===== src/rtl/bdd_node_store_ctrl.sv =====
// Node SRAM requester: sequential slot allocation on port A,
// latency-timed lookups on port B with a valid/ready response.
module bdd_node_store_ctrl #(
   parameter int ADDR_WIDTH = 3,
   parameter int DATA_WIDTH = 34,
   parameter int DEPTH      = 8,
   parameter int RD_LAT     = 2
) (
   input  logic                  clk,
   input  logic                  rst_n,
   input  logic                  clr,
   input  logic                  wr_valid,
   output logic                  wr_ready,
   input  logic [DATA_WIDTH-1:0] wr_data,
   output logic                  wr_done,
   output logic [ADDR_WIDTH-1:0] wr_idx,
   input  logic                  rd_valid,
   output logic                  rd_ready,
   input  logic [ADDR_WIDTH-1:0] rd_addr,
   output logic                  rsp_valid,
   input  logic                  rsp_ready,
   output logic [DATA_WIDTH-1:0] rsp_data,
   output logic                  rsp_err,
   output logic [ADDR_WIDTH:0]   count,
   output logic                  full,
   output logic [DATA_WIDTH-1:0] sram_data_a,
   output logic [ADDR_WIDTH-1:0] sram_addr_a,
   output logic                  sram_we_a,
   output logic [ADDR_WIDTH-1:0] sram_addr_b,
   input  logic [DATA_WIDTH-1:0] sram_q_b
);

   localparam int CW = ADDR_WIDTH + 1;
   localparam int LW = (RD_LAT > 1) ? $clog2(RD_LAT) : 1;
   localparam logic [CW-1:0] DEPTH_C  = CW'(DEPTH);
   localparam logic [LW-1:0] LAT_LOAD = LW'(RD_LAT - 1);

   typedef enum logic [1:0] {
      S_IDLE,
      S_WAIT,
      S_RESP
   } rd_state_e;

   // Slots are allocated strictly in order, so the count doubles as the write pointer.
   logic [CW-1:0]         cnt_q, cnt_d;
   logic                  we_q;
   logic [ADDR_WIDTH-1:0] addr_a_q;
   logic [DATA_WIDTH-1:0] data_a_q;
   logic                  wr_acc;

   rd_state_e             state_q, state_d;
   logic [ADDR_WIDTH-1:0] addr_b_q, addr_b_d;
   logic [LW-1:0]         lat_q, lat_d;
   logic [DATA_WIDTH-1:0] rsp_data_q, rsp_data_d;
   logic                  rsp_err_q, rsp_err_d;

   assign full     = (cnt_q == DEPTH_C);
   assign wr_ready = !full && !clr;
   assign wr_acc   = wr_valid && wr_ready;

   always_comb begin
      cnt_d = cnt_q;
      if (clr) begin
         cnt_d = '0;
      end else if (wr_acc) begin
         cnt_d = cnt_q + 1'b1;
      end
   end

   always_ff @(posedge clk) begin
      if (!rst_n) begin
         cnt_q    <= '0;
         we_q     <= 1'b0;
         addr_a_q <= '0;
         data_a_q <= '0;
      end else begin
         cnt_q <= cnt_d;
         we_q  <= wr_acc;
         if (wr_acc) begin
            addr_a_q <= cnt_q[ADDR_WIDTH-1:0];
            data_a_q <= wr_data;
         end
      end
   end

   always_comb begin
      state_d    = state_q;
      addr_b_d   = addr_b_q;
      lat_d      = lat_q;
      rsp_data_d = rsp_data_q;
      rsp_err_d  = rsp_err_q;
      unique case (state_q)
         S_IDLE: begin
            if (rd_valid) begin
               if ({1'b0, rd_addr} >= cnt_q) begin
                  rsp_err_d  = 1'b1;
                  rsp_data_d = '0;
                  state_d    = S_RESP;
               end else begin
                  addr_b_d = rd_addr;
                  lat_d    = LAT_LOAD;
                  state_d  = S_WAIT;
               end
            end
         end
         S_WAIT: begin
            if (lat_q == '0) begin
               rsp_data_d = sram_q_b;
               rsp_err_d  = 1'b0;
               state_d    = S_RESP;
            end else begin
               lat_d = lat_q - 1'b1;
            end
         end
         S_RESP: begin
            if (rsp_ready) begin
               state_d = S_IDLE;
            end
         end
         default: state_d = S_IDLE;
      endcase
   end

   always_ff @(posedge clk) begin
      if (!rst_n) begin
         state_q    <= S_IDLE;
         addr_b_q   <= '0;
         lat_q      <= '0;
         rsp_data_q <= '0;
         rsp_err_q  <= 1'b0;
      end else begin
         state_q    <= state_d;
         addr_b_q   <= addr_b_d;
         lat_q      <= lat_d;
         rsp_data_q <= rsp_data_d;
         rsp_err_q  <= rsp_err_d;
      end
   end

   assign rd_ready    = (state_q == S_IDLE);
   assign rsp_valid   = (state_q == S_RESP);
   assign rsp_data    = rsp_data_q;
   assign rsp_err     = rsp_err_q;
   assign count       = cnt_q;
   assign wr_done     = we_q;
   assign wr_idx      = addr_a_q;
   assign sram_we_a   = we_q;
   assign sram_addr_a = addr_a_q;
   assign sram_data_a = data_a_q;
   assign sram_addr_b = addr_b_q;

endmodule


===== config.mk =====
export PLATFORM = sky130hd
export DESIGN_NAME = bdd_node_store_ctrl
export DESIGN_NICKNAME = d
export VERILOG_FILES = /design/src/rtl/bdd_node_store_ctrl.sv
export SDC_FILE = /design/constraint.sdc
export NUM_CORES = 1
export LEC_CHECK = 0
export ABC_AREA = 1
export BUFFER_PORTS_ARGS = -buffer_cell sky130_fd_sc_hd__buf_4
export CORE_MARGIN = 4
export CORE_UTILIZATION = 50
export CTS_CLUSTER_SIZE = 8
export DETAILED_ROUTE_END_ITERATION = 8
export GPL_TIMING_DRIVEN = 0
export PLACE_DENSITY = 0.88
export SLEW_MARGIN = 20
export SYNTH_ARGS = -nofsm -noshare
export SYNTH_HDL_FRONTEND = slang
export SYNTH_SLANG_ARGS = --single-unit

===== constraint.sdc =====
create_clock -name clk -period 2.7 [get_ports clk]
set_clock_uncertainty 0.05 [all_clocks]
set_input_delay 0.135 -clock clk [delete_from_list [all_inputs] [get_ports clk]]
set_output_delay 0.135 -clock clk [all_outputs]
set_load 0.01 [all_outputs]

==> results.ini <==
[critical_path]
crit_required_ns = 2.89
r2r_end = sram_data_a[23]
cp.arrival_ns = 2.05
path_max_fanout = 10
critPathCaptureType = flip-flop
path_class = reg -> reg
r2r.worst_path.cells = 7
r2r_slack_ns = 0.84
critPathLaunchType = flip-flop
worstReg2RegStart = count[1]

[pwr]
power_leakage_nw = 2.58
powerDensity_mw_per_mm2 = 557
p_sw_frac = 0.279
p_switching_uw = 837
internal_power_mw = 2.16
seqPwrFrac = 0.457
combPwrFrac = 0.233
p_clk_frac = 0.310
report.power.total_mw = 2.99
irDropWorstVdd_uv = 369

[timing]
fin_crit_ns = 1.86
setup_viol = 0
setup_tns_ns = 0
max_freq_ghz = 0.537
slew_headroom = 0.664
setup_slack_ns = 0.838
rsz0062_at_grt = no
timing.final.crit_share = 0.690
hold_viol = 0
tightest_slew_ns = 0.503
drv_slew = 0
fin_hold_ws_ns = 0.0208

[worst_hold_path]
min_path_type = in -> reg
min_from = wr_data[28]
hold_depth = 3
hold_end = sram_data_a[28]

[outcome]
status = finished clean

[cts]
cts_made_buffers = 9
cts.clk_slew.worst_paths_ns = 0.08
max-clock-path-buffers = 2
cts_tree = yes
postCtsHoldBufs = 19
cts_post_setup_buffers_inserted = 0
cts.sinks = 83
post_cts_resized = 0
root_buffer = clkbuf_8
clkLatencyLatePin_ns = 0.33
htree_levels = 3

[detailed_routing]
wl_mm = 11.3
wl_per_cell_um = 14.5
via_per_inst = 5.09
first_pass_iters = 5
drc = 0
drt-initial-drc-count = 159
num_vias = 3972
ant_nets = 0

[synthesis]
synth_area_per_cell_sq_um = 7.44
postSynthRegisterBits = 83
yosysSeqAreaShare = 0.461
yosysWarnings = 0
synth.distinct_cells = 24
syn_inst = 484
syn_nets = 566
synth_area_sq_mm = 0.00360

[finish]
multi_input_area_sq_mm = 0.00160
num-fill-cells = 491
fin_nets = 762
insertedDiodeCount = 0
seq_area_sq_mm = 0.00166
drive_gt1_frac = 0.349
area_growth_pct = 49.3

[global_routing]
grt_max_degree = 14
grt_pass1_vias = 3854
grt_use_total = 0.249
antenna_found_initial = 0
gr-total-overflow = 0
grt_pass1_wl_mm = 17.4

[floorplanning]
start_util = 0.521
die_area_sq_mm = 0.00862
die_h_um = 92.9
core_sq_mm = 0.00691
std_cell_rows = 30
die_w_um = 92.9
io_pins = 165

[placement]
dp_hpwl_mm = 7.99
port_buffers = 163
pre_cts_slack_ns = 0.936
gp_congestion = 0.835

[run]
cap_violations = 0

-- layout make-up --
type / count / share of cell area
buffer: 36 / 0.0430
tap: 96 / 0.0223
inverter: 29 / 0.0202
timing repair buffer: 185 / 0.268
clock buffer: 12 / 0.0307
multi-input combinational: 336 / 0.297
sequential: 83 / 0.309
clock inverter: 4 / 0.00884
-- cell families after synthesis --
kind of cell	synth area share
compound gates	0.117
fa+ha+maj	0.0174
flops	0.461
buf+inv	0.0945
simple gates	0.310
-- stage by stage --
step	utilization	cell area [sq um]	cells
finish	0.779	5380	781
global route	0.779	5380	781
CTS	0.774	5350	778
detailed placement	0.716	4940	743
global placement	0.716	4940	743
floorplan	-	3600	484
-- routing by layer --
metal,track usage,vias to the layer above,routed length (um)
met1,0.266,1818,4110
met3,0.0885,32,1130
met2,0.449,196,5710
met5,0,-,0
li1,-,1926,-
met4,0.0867,0,334
-- worst max-delay path by stage --
stage / slack, ns / endpoint / from / cells after the start
after floorplan: 1.03 / rsp_data[0] / count[2] / 9
after global placement: 0.96 / rsp_data[0] / count[1] / 11
after detailed placement: 0.94 / rsp_data[5] / count[1] / 10
after CTS: 0.90 / rsp_data[23] / count[2] / 10
after global routing: 0.69 / sram_data_a[21] / count[1] / 7
final: 0.84 / sram_data_a[23] / count[1] / 7
-- critical path: stages (launching register included) --
cell and delay [ns]:
dfxtp_1 0.35, inv_1 0.14, ha_1 0.16, nand3_1 0.12, nand3_2 0.17, clkbuf_1 0.38
nand2_1 0.14, a21oi_1 0.25
-- state kept, by name, summed over array words and instances, names as in the netlist --
register	count
rsp_data	34
sram_data_a	34
count	4
sram_addr_a	3
sram_addr_b	3
state_q	2
lat_q	1
rsp_err	1
sram_we_a	1
-- power groups by stage --
stage	combinational, mW	clock (mW)	sequential [mW]
floorplan	0.326	0	1.43
global placement	0.647	0	1.39
detailed placement	0.667	0	1.39
CTS	0.690	0.939	1.37
global route	0.765	0.999	1.38
finish	0.698	0.929	1.37
-- cell usage after synthesis --
master	number	area, sq um
nand4_1	3	18.8
ha_1	5	62.6
nand2_1	152	571
nor3_1	2	10.0
a21oi_2	2	17.5
o21ai_1	1	5.00
a21oi_1	74	370
nor2_1	53	199
nand3_2	21	210
nor2_2	2	12.5
buf_6	7	78.8
and3_1	1	6.26
nand3_1	12	60.1
buf_4	7	52.6
nand2_2	1	6.26
o21a_1	1	7.51
inv_1	24	90.1
buf_2	14	70.1
dfxtp_1	83	1660
o21ai_0	4	20.0
clkbuf_1	8	30.0
nand2_4	2	22.5
inv_2	4	15.0
clkinv_1	1	3.75
-- placed cells by master (no fill, tap or decap), types with 12 or more instances in the layout --
master and n:
inv_1 24, buf_4 170, dlygate4sd3_1 22, nand2_1 152, buf_2 14, nand3_1 12
dfxtp_1 83, clkbuf_8 12, nand3_2 21, a21oi_1 74, nor2_1 53
No activity file was read; power rests on OpenSTA's default activity.
